File: config.mk
export PLATFORM = sky130hd
export DESIGN_NAME = prog_counter_rs_flat
export DESIGN_NICKNAME = d
export VERILOG_FILES = /design/src/rtl/rat_pc_pkg.sv /design/src/rtl/prog_counter_rs_if.sv /design/src/rtl/ret_addr_stack.sv /design/src/rtl/prog_counter_rs.sv /design/src/flat_wrapper.sv
export SDC_FILE = /design/constraint.sdc
export NUM_CORES = 1
export LEC_CHECK = 0
export ABC_AREA = 1
export CORE_MARGIN = 2
export CORE_UTILIZATION = 30
export CTS_CLUSTER_SIZE = 20
export DETAILED_ROUTE_END_ITERATION = 10
export GPL_TIMING_DRIVEN = 0
export MAX_ROUTING_LAYER = met4
export PLACE_DENSITY = 0.54
export SLEW_MARGIN = 20
export SYNTH_ARGS = -nofsm -noshare
export SYNTH_HDL_FRONTEND = slang
export SYNTH_SLANG_ARGS = --single-unit
File: constraint.sdc
create_clock -name CLK -period 3.6 [get_ports CLK]
set_input_delay 0.72 -clock CLK [delete_from_list [all_inputs] [get_ports CLK]]
set_output_delay 0.72 -clock CLK [all_outputs]
set_load 0.02 [all_outputs]
File: src/rtl/rat_pc_pkg.sv
// Shared types and helpers for the RAT program counter with return-address stack.
package rat_pc_pkg;

    typedef enum logic [1:0] {
        SEL_IMMED = 2'd0,
        SEL_STACK = 2'd1,
        SEL_INTR  = 2'd2,
        SEL_RAS   = 2'd3
    } pc_sel_t;

    localparam int PC_MAX_W = 32;

    // Increment that wraps modulo 2**width; callers truncate to their own width.
    function automatic logic [PC_MAX_W-1:0] pc_inc(input logic [PC_MAX_W-1:0] addr,
                                                   input int unsigned         width);
        logic [PC_MAX_W-1:0] mask;
        if (width >= PC_MAX_W) begin
            mask = {PC_MAX_W{1'b1}};
        end else begin
            mask = (PC_MAX_W'(1) << width) - PC_MAX_W'(1);
        end
        return (addr + PC_MAX_W'(1)) & mask;
    endfunction

endpackage

File: src/rtl/prog_counter_rs_if.sv
// Control/status bundle between the control unit (master) and the program counter (slave).
interface prog_counter_rs_if #(
    parameter int ADDR_W = 10
);
    logic              PC_LD;
    logic              PC_INC;
    logic [1:0]        PC_MUX_SEL;
    logic [ADDR_W-1:0] FROM_IMMED;
    logic [ADDR_W-1:0] FROM_STACK;
    logic              CALL;
    logic              RET;
    logic [ADDR_W-1:0] PC_COUNT;
    logic [ADDR_W-1:0] RS_TOP;
    logic              RS_EMPTY;
    logic              RS_FULL;
    logic              RS_ERR;

    modport master (
        output PC_LD, PC_INC, PC_MUX_SEL, FROM_IMMED, FROM_STACK, CALL, RET,
        input  PC_COUNT, RS_TOP, RS_EMPTY, RS_FULL, RS_ERR
    );

    modport slave (
        input  PC_LD, PC_INC, PC_MUX_SEL, FROM_IMMED, FROM_STACK, CALL, RET,
        output PC_COUNT, RS_TOP, RS_EMPTY, RS_FULL, RS_ERR
    );
endinterface

File: src/rtl/ret_addr_stack.sv
// Hardware return-address LIFO with registered top/flags and a sticky error flag.
// Build option PC_RS_CIRCULAR_EN: push-when-full overwrites the oldest entry.
module ret_addr_stack #(
    parameter int ADDR_W   = 10,
    parameter int RS_DEPTH = 8
) (
    input  logic              clk,
    input  logic              rst,
    input  logic              push,
    input  logic              pop,
    input  logic              err_set,
    input  logic [ADDR_W-1:0] din,
    output logic [ADDR_W-1:0] top,
    output logic              empty,
    output logic              full,
    output logic              err
);
    localparam int PW = $clog2(RS_DEPTH);
    localparam int CW = PW + 1;
    localparam logic [CW-1:0] DEPTH_C = CW'(RS_DEPTH);
    localparam logic [CW-1:0] ONE_C   = CW'(1);
    localparam logic [PW-1:0] P_ONE_C = PW'(1);
    localparam logic [PW-1:0] P_TWO_C = PW'(2);

    logic [ADDR_W-1:0] mem_r [RS_DEPTH];
    logic [CW-1:0]     count_r;
    logic [CW-1:0]     count_nxt_s;
    logic [ADDR_W-1:0] top_r;
    logic [ADDR_W-1:0] top_nxt_s;
    logic              err_r;
    logic              err_nxt_s;
    logic              do_push_s;
    logic              do_pop_s;
    logic              empty_s;
    logic              full_s;
    logic [PW-1:0]     ptr_s;

`ifdef PC_RS_CIRCULAR_EN
    logic [PW-1:0]     wp_r;
    assign ptr_s = wp_r;
`else
    // Without wrap-around the next free slot is simply the entry count.
    assign ptr_s = count_r[PW-1:0];
`endif

    assign empty_s = (count_r == {CW{1'b0}});
    assign full_s  = (count_r == DEPTH_C);

    // Push/pop decision, next count, next top and error accumulation.
    always_comb begin
        do_push_s   = 1'b0;
        do_pop_s    = 1'b0;
        count_nxt_s = count_r;
        top_nxt_s   = top_r;
        err_nxt_s   = err_r | err_set;
        if (push && pop) begin
            err_nxt_s = 1'b1;
        end else if (push) begin
            if (full_s) begin
`ifdef PC_RS_CIRCULAR_EN
                do_push_s = 1'b1;
`else
                err_nxt_s = 1'b1;
`endif
            end else begin
                do_push_s   = 1'b1;
                count_nxt_s = count_r + ONE_C;
            end
        end else if (pop) begin
            if (empty_s) begin
                err_nxt_s = 1'b1;
            end else begin
                do_pop_s    = 1'b1;
                count_nxt_s = count_r - ONE_C;
            end
        end else begin
            count_nxt_s = count_r;
        end

        if (do_push_s) begin
            top_nxt_s = din;
        end else if (do_pop_s) begin
            top_nxt_s = (count_r > ONE_C) ? mem_r[ptr_s - P_TWO_C] : {ADDR_W{1'b0}};
        end else begin
            top_nxt_s = top_r;
        end
    end

    // Count, top, error (and ring pointer) registers.
    always_ff @(posedge clk) begin
        if (rst) begin
            count_r <= {CW{1'b0}};
            top_r   <= {ADDR_W{1'b0}};
            err_r   <= 1'b0;
`ifdef PC_RS_CIRCULAR_EN
            wp_r    <= {PW{1'b0}};
`endif
        end else begin
            count_r <= count_nxt_s;
            top_r   <= top_nxt_s;
            err_r   <= err_nxt_s;
`ifdef PC_RS_CIRCULAR_EN
            if (do_push_s) begin
                wp_r <= wp_r + P_ONE_C;
            end else if (do_pop_s) begin
                wp_r <= wp_r - P_ONE_C;
            end
`endif
        end
    end

    // Storage is not reset; only entries below the count are ever read.
    always_ff @(posedge clk) begin
        if (!rst && do_push_s) begin
            mem_r[ptr_s] <= din;
        end
    end

    assign top   = top_r;
    assign empty = empty_s;
    assign full  = full_s;
    assign err   = err_r;

endmodule

File: src/rtl/prog_counter_rs.sv
// RAT MCU program counter: legacy load/increment mux plus CALL/RET through a return-address stack.
// Build option PC_RS_CIRCULAR_EN selects a circular return stack (see ret_addr_stack).
module prog_counter_rs
    import rat_pc_pkg::*;
#(
    parameter int                ADDR_W     = 10,
    parameter int                RS_DEPTH   = 8,
    parameter logic [ADDR_W-1:0] RESET_ADDR = {ADDR_W{1'b0}},
    parameter logic [ADDR_W-1:0] INTR_VEC   = {ADDR_W{1'b1}}
) (
    input  logic               CLK,
    input  logic               RST,
    prog_counter_rs_if.slave   bus
);
    logic [ADDR_W-1:0] pc_r;
    logic [ADDR_W-1:0] pc_nxt_s;
    logic [ADDR_W-1:0] pc_plus1_s;
    logic [ADDR_W-1:0] mux_s;
    logic [ADDR_W-1:0] rs_top_s;
    logic              rs_empty_s;
    logic              rs_full_s;
    logic              rs_err_s;
    logic              sel_err_s;

    assign pc_plus1_s = ADDR_W'(pc_inc(PC_MAX_W'(pc_r), ADDR_W));

    // Legacy load-source mux; the RAS top reads as zero when the stack is empty.
    always_comb begin
        mux_s = bus.FROM_IMMED;
        case (pc_sel_t'(bus.PC_MUX_SEL))
            SEL_IMMED: mux_s = bus.FROM_IMMED;
            SEL_STACK: mux_s = bus.FROM_STACK;
            SEL_INTR:  mux_s = INTR_VEC;
            SEL_RAS:   mux_s = rs_top_s;
            default:   mux_s = bus.FROM_IMMED;
        endcase
    end

    // Per-cycle priority: CALL/RET over PC_LD over PC_INC over hold.
    always_comb begin
        pc_nxt_s  = pc_r;
        sel_err_s = 1'b0;
        if (bus.CALL && bus.RET) begin
            pc_nxt_s = pc_r;
        end else if (bus.CALL) begin
            pc_nxt_s = bus.FROM_IMMED;
        end else if (bus.RET) begin
            pc_nxt_s = rs_empty_s ? pc_r : rs_top_s;
        end else if (bus.PC_LD) begin
            pc_nxt_s  = mux_s;
            sel_err_s = (pc_sel_t'(bus.PC_MUX_SEL) == SEL_RAS) && rs_empty_s;
        end else if (bus.PC_INC) begin
            pc_nxt_s = pc_plus1_s;
        end else begin
            pc_nxt_s = pc_r;
        end
    end

    // PC register.
    always_ff @(posedge CLK) begin
        if (RST) begin
            pc_r <= RESET_ADDR;
        end else begin
            pc_r <= pc_nxt_s;
        end
    end

    ret_addr_stack #(
        .ADDR_W   (ADDR_W),
        .RS_DEPTH (RS_DEPTH)
    ) u_ras (
        .clk     (CLK),
        .rst     (RST),
        .push    (bus.CALL),
        .pop     (bus.RET),
        .err_set (sel_err_s),
        .din     (pc_plus1_s),
        .top     (rs_top_s),
        .empty   (rs_empty_s),
        .full    (rs_full_s),
        .err     (rs_err_s)
    );

    assign bus.PC_COUNT = pc_r;
    assign bus.RS_TOP   = rs_top_s;
    assign bus.RS_EMPTY = rs_empty_s;
    assign bus.RS_FULL  = rs_full_s;
    assign bus.RS_ERR   = rs_err_s;

endmodule

File: src/flat_wrapper.sv
// flat-port wrapper written by rule: the top's interface ports become plain ports
module prog_counter_rs_flat import rat_pc_pkg::*;
#(
    parameter int                ADDR_W     = 10,
    parameter int                RS_DEPTH   = 8,
    parameter logic [ADDR_W-1:0] RESET_ADDR = {ADDR_W{1'b0}},
    parameter logic [ADDR_W-1:0] INTR_VEC   = {ADDR_W{1'b1}}
)
  (CLK, RST, bus_PC_LD, bus_PC_INC, bus_PC_MUX_SEL, bus_FROM_IMMED, bus_FROM_STACK, bus_CALL, bus_RET, bus_PC_COUNT, bus_RS_TOP, bus_RS_EMPTY, bus_RS_FULL, bus_RS_ERR);
  prog_counter_rs_if #(.ADDR_W(ADDR_W)) bus_i ();
  input  logic CLK;
  input  logic RST;
  input wire logic [$bits(bus_i.PC_LD)-1:0] bus_PC_LD;
  input wire logic [$bits(bus_i.PC_INC)-1:0] bus_PC_INC;
  input wire logic [$bits(bus_i.PC_MUX_SEL)-1:0] bus_PC_MUX_SEL;
  input wire logic [$bits(bus_i.FROM_IMMED)-1:0] bus_FROM_IMMED;
  input wire logic [$bits(bus_i.FROM_STACK)-1:0] bus_FROM_STACK;
  input wire logic [$bits(bus_i.CALL)-1:0] bus_CALL;
  input wire logic [$bits(bus_i.RET)-1:0] bus_RET;
  output wire logic [$bits(bus_i.PC_COUNT)-1:0] bus_PC_COUNT;
  output wire logic [$bits(bus_i.RS_TOP)-1:0] bus_RS_TOP;
  output wire logic [$bits(bus_i.RS_EMPTY)-1:0] bus_RS_EMPTY;
  output wire logic [$bits(bus_i.RS_FULL)-1:0] bus_RS_FULL;
  output wire logic [$bits(bus_i.RS_ERR)-1:0] bus_RS_ERR;
  assign bus_i.PC_LD = bus_PC_LD;
  assign bus_i.PC_INC = bus_PC_INC;
  assign bus_i.PC_MUX_SEL = bus_PC_MUX_SEL;
  assign bus_i.FROM_IMMED = bus_FROM_IMMED;
  assign bus_i.FROM_STACK = bus_FROM_STACK;
  assign bus_i.CALL = bus_CALL;
  assign bus_i.RET = bus_RET;
  assign bus_PC_COUNT = bus_i.PC_COUNT;
  assign bus_RS_TOP = bus_i.RS_TOP;
  assign bus_RS_EMPTY = bus_i.RS_EMPTY;
  assign bus_RS_FULL = bus_i.RS_FULL;
  assign bus_RS_ERR = bus_i.RS_ERR;
  prog_counter_rs #(.ADDR_W(ADDR_W), .RS_DEPTH(RS_DEPTH), .RESET_ADDR(RESET_ADDR), .INTR_VEC(INTR_VEC)) u_core (.CLK(CLK), .RST(RST), .bus(bus_i));
endmodule
Word-level counts from Yosys, hierarchy flattened
Memories as Yosys holds them, arrays and structs flattened.
Index checks and enable logic that the tools add are counted.
{"block": "word_totals", "ff_bits": 25, "ram_bits": 80, "inputBits": 28, "elab_cells": 61, "n_memories": 1}
{"name": "u_core.u_ras.mem_r", "depth": 8, "width": 10, "read_ports": 1, "rd_ports_with_merged_regs": 0, "wr": 1, "line_no": "ret_addr_stack.sv:25", "source": "logic [ADDR_W-1:0] mem_r [RS_DEPTH];"}
{"block": "op_classes", "addsub": 4, "order_cmp": 1, "n_eq_ne": 7, "muxes": 31, "bitwise": 2, "reduce_logical": 11}
{"operator": "10-bit 2-to-1 mux", "count": 8}
{"operator": "10-bit case mux with 4 select lines", "count": 1}
{"operator": "1-bit 2-to-1 mux", "count": 18}
{"operator": "4-bit 2-to-1 mux", "count": 4}
{"operator": "10-bit by 1-bit adder with 10-bit output, second input constant", "count": 1}
{"operator": "4-bit by 1-bit adder with 4-bit output, second input constant", "count": 1}
{"operator": "2-bit equality test, second input constant", "count": 2}
{"operator": "4-bit equality test, second input constant", "count": 1}
{"operator": "4-bit by 1-bit > comparator with 1-bit output, second input constant", "count": 1}
{"operator": "4-bit zero test", "count": 1}
{"operator": "2-bit != test, second input constant", "count": 2}
{"operator": "4-bit AND reduction", "count": 1}
{"operator": "2-bit nonzero test", "count": 2}
{"operator": "4-bit nonzero test", "count": 1}
{"operator": "4-bit by 1-bit subtractor with 4-bit output, second input constant", "count": 1}
{"operator": "1-bit logical AND", "count": 3}
{"operator": "3-bit != test, second input constant", "count": 1}
{"operator": "3-bit AND reduction", "count": 1}
{"operator": "3-bit by 2-bit subtractor with 3-bit output, second input constant", "count": 1}
{"operator": "2-bit by 1-bit equality test with 1-bit output, second input constant", "count": 1}
{"operator": "2-bit zero test", "count": 1}
{"operator": "1-bit zero test", "count": 1}
{"operator": "1-bit inverter", "count": 1}
{"operator": "1-bit bitwise OR", "count": 1}

Logic depth before layout (Yosys ltp)
Gate-level depths: netlist (run 1).
{"block": "depth", "depth_word": 11, "mapped_depth": 13, "ltp_nobuf": 11}

Hierarchy
A second synthesis (run 1) with hierarchy kept.
{"block": "unflattened", "cells_unflattened": 648, "hier_area_um2": 5450.2}
{"mod": "ret_addr_stack", "n_inst": 1, "cells_each": 446, "area_per_inst_um2": 4349.2, "seq_area_each_um2": 2702.6}
{"mod": "prog_counter_rs", "n_inst": 1, "cells_each": 202, "area_per_inst_um2": 1101.1, "seq_area_each_um2": 200.2}

Worst setup path after synthesis (run 1)
Ideal clock, no wire load.
{"block": "synth_path", "kind": "flip-flop to flip-flop", "from": "register u_core.u_ras.count_r[1]", "to": "memory u_core.u_ras.mem_r[2][0], enable pin", "t_arrival_ns": 1.907, "t_required_ns": 3.224, "slack_ns": 1.317, "stages_incl_launch_ff": 9, "path_buffers": 1, "cell_sequence": "dfxtp_1 > inv_1 > clkbuf_1 > ha_1 > nand3_1 > nand3_1 > nor2_1 > nand2_1 > nor2_1"}
{"block": "synth_between", "elab_chain_cells": 7}
{"element": "start: declaration", "line_no": "ret_addr_stack.sv:26", "source": "logic [CW-1:0] count_r;"}
{"element": "start signal: assignment", "line_no": "ret_addr_stack.sv:92", "source": "count_r <= {CW{1'b0}};"}
{"element": "start signal: assignment", "line_no": "ret_addr_stack.sv:99", "source": "count_r <= count_nxt_s;"}
{"element": "4-bit equality test", "line_no": "ret_addr_stack.sv:47", "source": "assign full_s = (count_r == DEPTH_C);"}
{"element": "1-bit 2-to-1 mux", "line_no": "ret_addr_stack.sv:59", "source": "if (full_s) begin"}
{"element": "1-bit 2-to-1 mux", "line_no": "ret_addr_stack.sv:58", "source": "end else if (push) begin"}
{"element": "1-bit 2-to-1 mux", "line_no": "ret_addr_stack.sv:56", "source": "if (push && pop) begin"}
{"element": "1-bit logical AND", "line_no": "ret_addr_stack.sv:114", "source": "if (!rst && do_push_s) begin"}
{"element": "1-bit 2-to-1 mux", "line_no": "ret_addr_stack.sv:114"}
{"element": "1-bit 2-to-1 mux (implied by the code)", "line_no": "ret_addr_stack.sv:115", "source": "mem_r[ptr_s] <= din;"}
{"element": "end: declaration", "line_no": "ret_addr_stack.sv:25"}
Parallel ways exist; a longest one is shown, timed or not.

Worst setup path after layout (run 1)
{"block": "layout_path", "from": "register u_core.u_ras.count_r[1]", "to": "output bus_RS_FULL"}
{"block": "layout_between", "elab_chain_cells": 1}
{"element": "4-bit equality test", "line_no": "ret_addr_stack.sv:47"}
{"element": "end: declaration", "line_no": "flat_wrapper.sv:23", "source": "output wire logic [$bits(bus_i.RS_FULL)-1:0] bus_RS_FULL;"}
Every way passes these cells.

==> run_results.csv, run 1 <==
group,metric,value,unit
logic_synthesis,synth-simple-area-share,21.3,%
critical_path,cp-end-kind,"output pin",
die,pin_count,51,
routing,ant_nets,0,
logic_synthesis,yosysTopAreaCell,"edfxtp_1",
critical_path,rr_endpoint,"u_core.u_ras.mem_r[1][0]",
die,dieArea,0.0180,mm2
clock_tree,htree_levels,3,
routing,top_layer_used,"met4",
logic_synthesis,syn_nets,599,
finish,fin_nets,659,
status,outcome,"completed",
timing,period_share,94.3,%
critical_path,cp-endpoint,"bus_RS_FULL",
logic_synthesis,synth.area.mux_share,0,%
clock_tree,tritoncts,"done",
finish,layout_commonest_cell,"nor2_1",
clock_tree,cts-buffers-inserted,9,
placed_design,io_buffer_count,49,
timing,setup_viol,0,
timing,finalCriticalPeriod,3.40,ns
timing,drv_slew,0,
clock_tree,path_clk_slew,0.07,ns
clock_tree,clk_latency,0.35,ns
grt,grt_max_degree,19,
run,max_cap_viol_count,0,
clock_tree,cts_buffer_depth,2,
logic_synthesis,synth_cell_type_count,30,
placed_design,routabilityCongestion,0.819,
timing,rsz0062_at_grt,"no",
critical_path,reg2reg_depth,8,
critical_path,crit_fanout,14,
timing,slew_headroom,30.4,%
routing,met1_length,6730,um
timing,final_hold_viol_count,0,
power_and_ir_drop,ir_drop,0.264,mV
routing,viasPerCell,4.78,
finish,mostFrequentLayoutCells,"100 x nor2_1, 97 x nand2_1, 80 x edfxtp_1",
logic_synthesis,synth-seq-cells,105,
routing,wirelength,13700,um
clock_tree,cts_sinks,105,
grt,grt_pass1_wl,21900,um
finish,antenna_cells,0,
finish,area_growth,21.5,%
clock_tree,cts_root_buffer,"clkbuf_16",
critical_path,cp_data_required_time,2.88,ns
finish,utilization,37.2,%
timing,max_freq,294,MHz
routing,dr_wl_met2,6270,um
grt,grt-ovfl-total,0,
routing,drc_errors,0,
grt,track_usage,16.3,%
logic_synthesis,synthXorXnorAreaFrac,0.518,%
routing,met3RoutedLength,547,um
die,core,0.0166,mm2
critical_path,crit_start,"u_core.u_ras.count_r[1]",
logic_synthesis,netlist_area,0.00507,mm2
die,start_util,30.6,%
logic_synthesis,synth_top_family_by_area,"simple AND/OR/NAND/NOR gates",
min_path,hold_path_class,"reg -> reg",
grt,grt_pass1_vias,3977,
logic_synthesis,synth.top_cell.area_share,47.3,%
routing,wl_per_cell,16.2,um
critical_path,regToRegSetupSlack,0.26,ns
grt,antenna_found_initial,0,
finish,drive_above_1_share,7.81,%
logic_synthesis,yosysSeqAreaShare,57.2,%
logic_synthesis,syn_avg_cell_area,9.03,um2
routing,drt_pass1_iterations,7,
logic_synthesis,yosys_warnings,0,
die,fp.dieW,134,um
critical_path,reg2reg_from,"u_core.u_ras.count_r[1]",
logic_synthesis,synthCells,562,
routing,vias,4052,
logic_synthesis,synth-compound-area-share,12.9,%
power_and_ir_drop,power_density,505,mW/mm2
die,die_h,134,um
logic_synthesis,synth.area.top_cells,"edfxtp_1 47%, dfxtp_1 9.9%, nor2_1 7.5%",
timing,fin_tns_setup,0,ns
critical_path,arrival,2.68,ns
routing,drtIter0Drc,317,
timing,tightest_slew,1.04,ns
logic_synthesis,synthAdderAreaFrac,2.22,%
die,num_rows,47,
placed_design,dp_hpwl,9910,um
critical_path,worstSetupPathType,"reg -> out",
critical_path,worst_setup_path_start_kind,"flip-flop",
power_and_ir_drop,p_leak,0.00227,uW
timing,clock_skew,0.00925,ns
==> worst min-delay path by stage <==
stage	startpoint	end	slack, ns	cells after the start
after detailed placement	u_core.u_ras.count_r[3]	u_core.u_ras.count_r[3]	0.51	2
after global routing	u_core.u_ras.count_r[3]	u_core.u_ras.count_r[3]	0.55	2
after global placement	u_core.bus.PC_COUNT[9]	u_core.bus.PC_COUNT[9]	0.51	2
after floorplan	u_core.u_ras.count_r[3]	u_core.u_ras.count_r[3]	0.49	2
after CTS	u_core.u_ras.count_r[3]	u_core.u_ras.count_r[3]	0.52	2
final	u_core.bus.PC_COUNT[9]	u_core.bus.PC_COUNT[9]	0.52	2
==> cell usage after synthesis <==
cell type    n
nand2_4      2
inv_2        5
buf_2       10
a21oi_2      2
clkbuf_2     2
buf_6        2
clkbuf_1     9
clkinv_1     2
o21ai_0     70
nand2_2      1
o211ai_1    11
nand3_1     48
inv_1       29
ha_1         9
a41oi_1      1
o31ai_1      1
o21ai_1      8
dfxtp_1     25
a21oi_1     27
nor2_1     101
nand4_1      6
nand2_1     97
nor3_1       1
edfxtp_1    80
clkbuf_8     3
or2_2        1
a31oi_1      2
xnor2_1      3
inv_4        1
nor2_2       3
==> repair_timing <==
action | 4_1_cts | 5_1_grt
gates resized for setup | 0 | 1
setup buffers | 0 | 0
setup endpoints to repair | 0 | 10
hold buffers | 0 | 0
==> registers in the layout (all words and copies together) (netlist names) <==
name                  count
u_core.bus.PC_COUNT      10
u_core.u_ras.count_r      4
u_core.u_ras.err          1
u_core.u_ras.mem_r       80
u_core.u_ras.top         10
==> cells by family (layout without fill, tap and decap cells) <==
| group | count (synthesis) | in the layout |
|---|---|---|
| and+or+nand+nor | 260 | 260 |
| AOI/OAI and AO/OA | 122 | 122 |
| DFF | 105 | 105 |
| buffers and inverters | 63 | 128 |
| adders and majority gates | 9 | 9 |
| xor gates and xnor gates | 3 | 3 |
==> area by class of cell <==
| cell class | count | area [um2] |
|---|---|---|
| inverters | 37 | 141 |
| multi-input cells | 394 | 1880 |
| repair buffers | 49 | 490 |
| clock buffers | 10 | 250 |
| well taps | 220 | 275 |
| flip-flops and latches | 105 | 2900 |
| clock inverters | 6 | 72.6 |
| fillers | 1690 | 10400 |
| plain buffers | 26 | 158 |
==> critical path, stage by stage, from the launching register on <==
cell	delay, ns
dfxtp_1	0.40
inv_1	0.13
clkbuf_1	0.61
ha_1	0.30
nand3_1	0.17
inv_1	0.09
clkdlybuf4s50_1	0.60
==> per-stage QoR <==
stage | power (uW) | area (um2) | hold WS [ns] | cells | setup WS (ns)
2_1_floorplan | 1830 | 5070 | 0.492 | 562 | 1.32
3_3_place_gp | 2090 | 5840 | 0.509 | 831 | 0.313
3_5_place_dp | 2100 | 5840 | 0.510 | 831 | 0.241
4_1_cts | 3130 | 6160 | 0.521 | 847 | 0.177
5_1_grt | 3250 | 6170 | 0.547 | 847 | 0.00660
6_report | 3110 | 6170 | 0.519 | 847 | 0.203
==> power by group <==
group          total, uW  internal (uW)  switching, uW  leakage, uW
sequential          1420           1370           52.6     0.000934
clock               1040            588            455     0.000148
combinational        646            230            416      0.00119
total               3110           2190            923      0.00227
==> routing by layer <==
metal,GRT usage (%),vias up
li1,-,2041
met5,-,-
met2,25.4,111
met4,4.97,0
met3,2.00,15
met1,22.3,1885
(Power assumes the default switching activity.)
==> run 2: changes to the inputs <==
Settings changed: CORE_UTILIZATION 30 to 61, PLACE_DENSITY 0.54 to 0.92.
==> run 2 against run 1 <==
Utilization is 35 points higher. Critical path depth unchanged. Largest power group unchanged. Register-to-register slack better by 0.12 ns. First-iteration DRC count shrank 16%. Clock power fell by 35%. Cell count shrank 14%. Via count is 7.5% higher. Fmax is 0.30% lower. Global-route usage up 15 points. Non-clock buffer count stayed put. Sequential share of layout area grew 2.3 points.
==> run_results.csv, run 2 (same netlist as run 1, synthesis figures left out) <==
group,metric,value,unit
status,outcome,"completed",
routing,drc_errors,0,
routing,wirelength,13000,um
grt,grt-ovfl-total,0,
critical_path,worstSetupPathType,"reg -> out",
die,start_util,62.4,%
routing,viasPerCell,5.95,
clock_tree,cts_resized,0,
timing,rsz0062_at_grt,"no",
power_and_ir_drop,comb_power_share,23.5,%
placed_design,io_buffer_count,49,
placed_design,dp_hpwl,9430,um
critical_path,max_stage_delay,0.62,ns
power_and_ir_drop,power_density,468,mW/mm2
critical_path,cp_data_required_time,2.88,ns
timing,setup_viol,0,
finish,fin_nets,659,
clock_tree,post_cts_buffers,0,
die,fp.dieW,95.2,um
finish,layout_commonest_cell,"nor2_1",
critical_path,slowest_stage,"clkdlybuf4s50_1",
routing,ant_nets,0,
grt,antenna_found_initial,0,
timing,period_share,94.6,%
critical_path,worst_setup_path_start_kind,"flip-flop",
die,num_rows,33,
finish,area_growth,15.7,%
placed_design,routabilityCongestion,0.976,
die,pin_count,51,
clock_tree,path_clk_slew,0.10,ns
finish,fillCellCount,608,
run,max_cap_viol_count,0,
grt,track_usage,30.9,%
finish,mostFrequentLayoutCells,"101 x nor2_1, 97 x nand2_1, 80 x edfxtp_1",
finish,largest-register,"u_core.u_ras.mem_r",
power_and_ir_drop,seqPwrFrac,51.8,%
routing,wl_per_cell,17.8,um
timing,slew_headroom,33.3,%
power_and_ir_drop,netSwitchingPower,887,uW
timing,drv_slew,0,
timing,tightest_slew,0.997,ns
routing,vias,4354,
clock_tree,cts_buffer_depth,2,
timing,fin_tns_setup,0,ns
clock_tree,clk_latency,0.39,ns
finish,drive_above_1_share,7.50,%
die,core,0.00813,mm2
timing,clock_skew,0.0119,ns
die,dieArea,0.00906,mm2
power_and_ir_drop,p_leak,0.00222,uW
timing,max_freq,294,MHz
finish,antenna_cells,0,
power_and_ir_drop,ir_drop,0.222,mV
grt,grt_pass1_vias,4099,
timing,final_hold_viol_count,0,
clock_tree,tritoncts,"done",
power_and_ir_drop,p_int,1860,uW
die,die_h,95.2,um
power_and_ir_drop,finalPower,2750,uW
finish,regArea,0.00290,mm2
routing,drtIter0Drc,265,
critical_path,arrival,2.69,ns
grt,grt_max_degree,20,
power_and_ir_drop,p_clk_share,24.7,%
clock_tree,cts-buffers-inserted,9,
finish,multiInputGateArea,0.00187,mm2
clock_tree,hold_buffers,0,
clock_tree,cts_root_buffer,"clkbuf_8",
critical_path,cp-end-kind,"output pin",
critical_path,crit_fanout,14,
timing,finalCriticalPeriod,3.41,ns
min_path,hold_path_class,"reg -> reg",
grt,grt_pass1_wl,20300,um
clock_tree,htree_levels,3,
clock_tree,cts_sinks,105,
routing,drt_pass1_iterations,5,
critical_path,cp_common_cell,"inv_1",
critical_path,cp_cell_sequence,"inv_1 > clkbuf_1 > ha_1 > nand2_1 > inv_1 > clkdlybuf4s50_1",
power_and_ir_drop,swShare,32.2,%
finish,largest_reg_flops,80,
-- run 2: cell types whose count changed in the layout (fill, tap and decap cells not counted) --
cell / delta
clkbuf_16: -10
inv_6: +2
nor2_1: +1
clkinv_2: +1
inv_4: +1
clkbuf_8: +9
nor2_2: -1
clkbuf_1: +1
bufinv_16: -1
clkinvlp_4: -3
-- run 2: through the flow --
step | hold slack (ns) | cells | utilization, % | instance area (um2) | worst slack (ns)
floorplan | 0.492 | 562 | - | 5070 | 1.32
global placement | 0.507 | 716 | 70.0 | 5700 | 0.527
detailed placement | 0.522 | 716 | 70.0 | 5700 | 0.383
CTS | 0.539 | 732 | 72.2 | 5870 | 0.241
global route | 0.557 | 732 | 72.2 | 5870 | 0.114
finish | 0.539 | 732 | 72.2 | 5870 | 0.193
-- run 2: layout make-up --
cell class / count / area share (%)
inverter: 37 / 2.41
clock buffer: 10 / 2.17
tap: 105 / 2.24
sequential: 105 / 49.4
clock inverter: 6 / 0.831
multi-input combinational: 394 / 31.9
buffer: 26 / 2.68
timing repair buffer: 49 / 8.35
-- run 2: final timing paths --
| check | start | to | slack, ns | cells past startpoint |
|---|---|---|---|---|
| max | u_core.u_ras.count_r[1] | bus_RS_EMPTY | 0.19 | 6 |
| min | u_core.bus.PC_COUNT[9] | u_core.bus.PC_COUNT[9] | 0.54 | 2 |
| max reg2reg | u_core.u_ras.count_r[1] | u_core.u_ras.mem_r[1][4] | 0.38 | 8 |
| min reg2reg | u_core.bus.PC_COUNT[9] | u_core.bus.PC_COUNT[9] | 0.54 | 2 |
-- run 2: power groups by stage --
stage                     registers, uW  clock network (uW)  logic, uW
after floorplan                    1470                   0        362
after global placement             1450                   0        607
after detailed placement           1450                   0        635
after CTS                          1420                 678        640
after global routing               1430                 727        707
final                              1420                 679        648
-- run 2: metal layers --
layer	share of wire, %	vias up	track usage, %	wire (um)
met2	50	245	51.6	6510
met1	39	2040	38.4	5140
met4	1.6	0	8.82	212
li1	-	2044	-	-
met5	0	-	-	0
met3	9.0	25	6.17	1180
-- run 2: worst max-delay path: cells and delay by family (launching register included) --
kind,cells,cell delay (ns)
buf+inv,4,1.43
flops,1,0.41
fa+ha+maj,1,0.31
simple gates,1,0.15
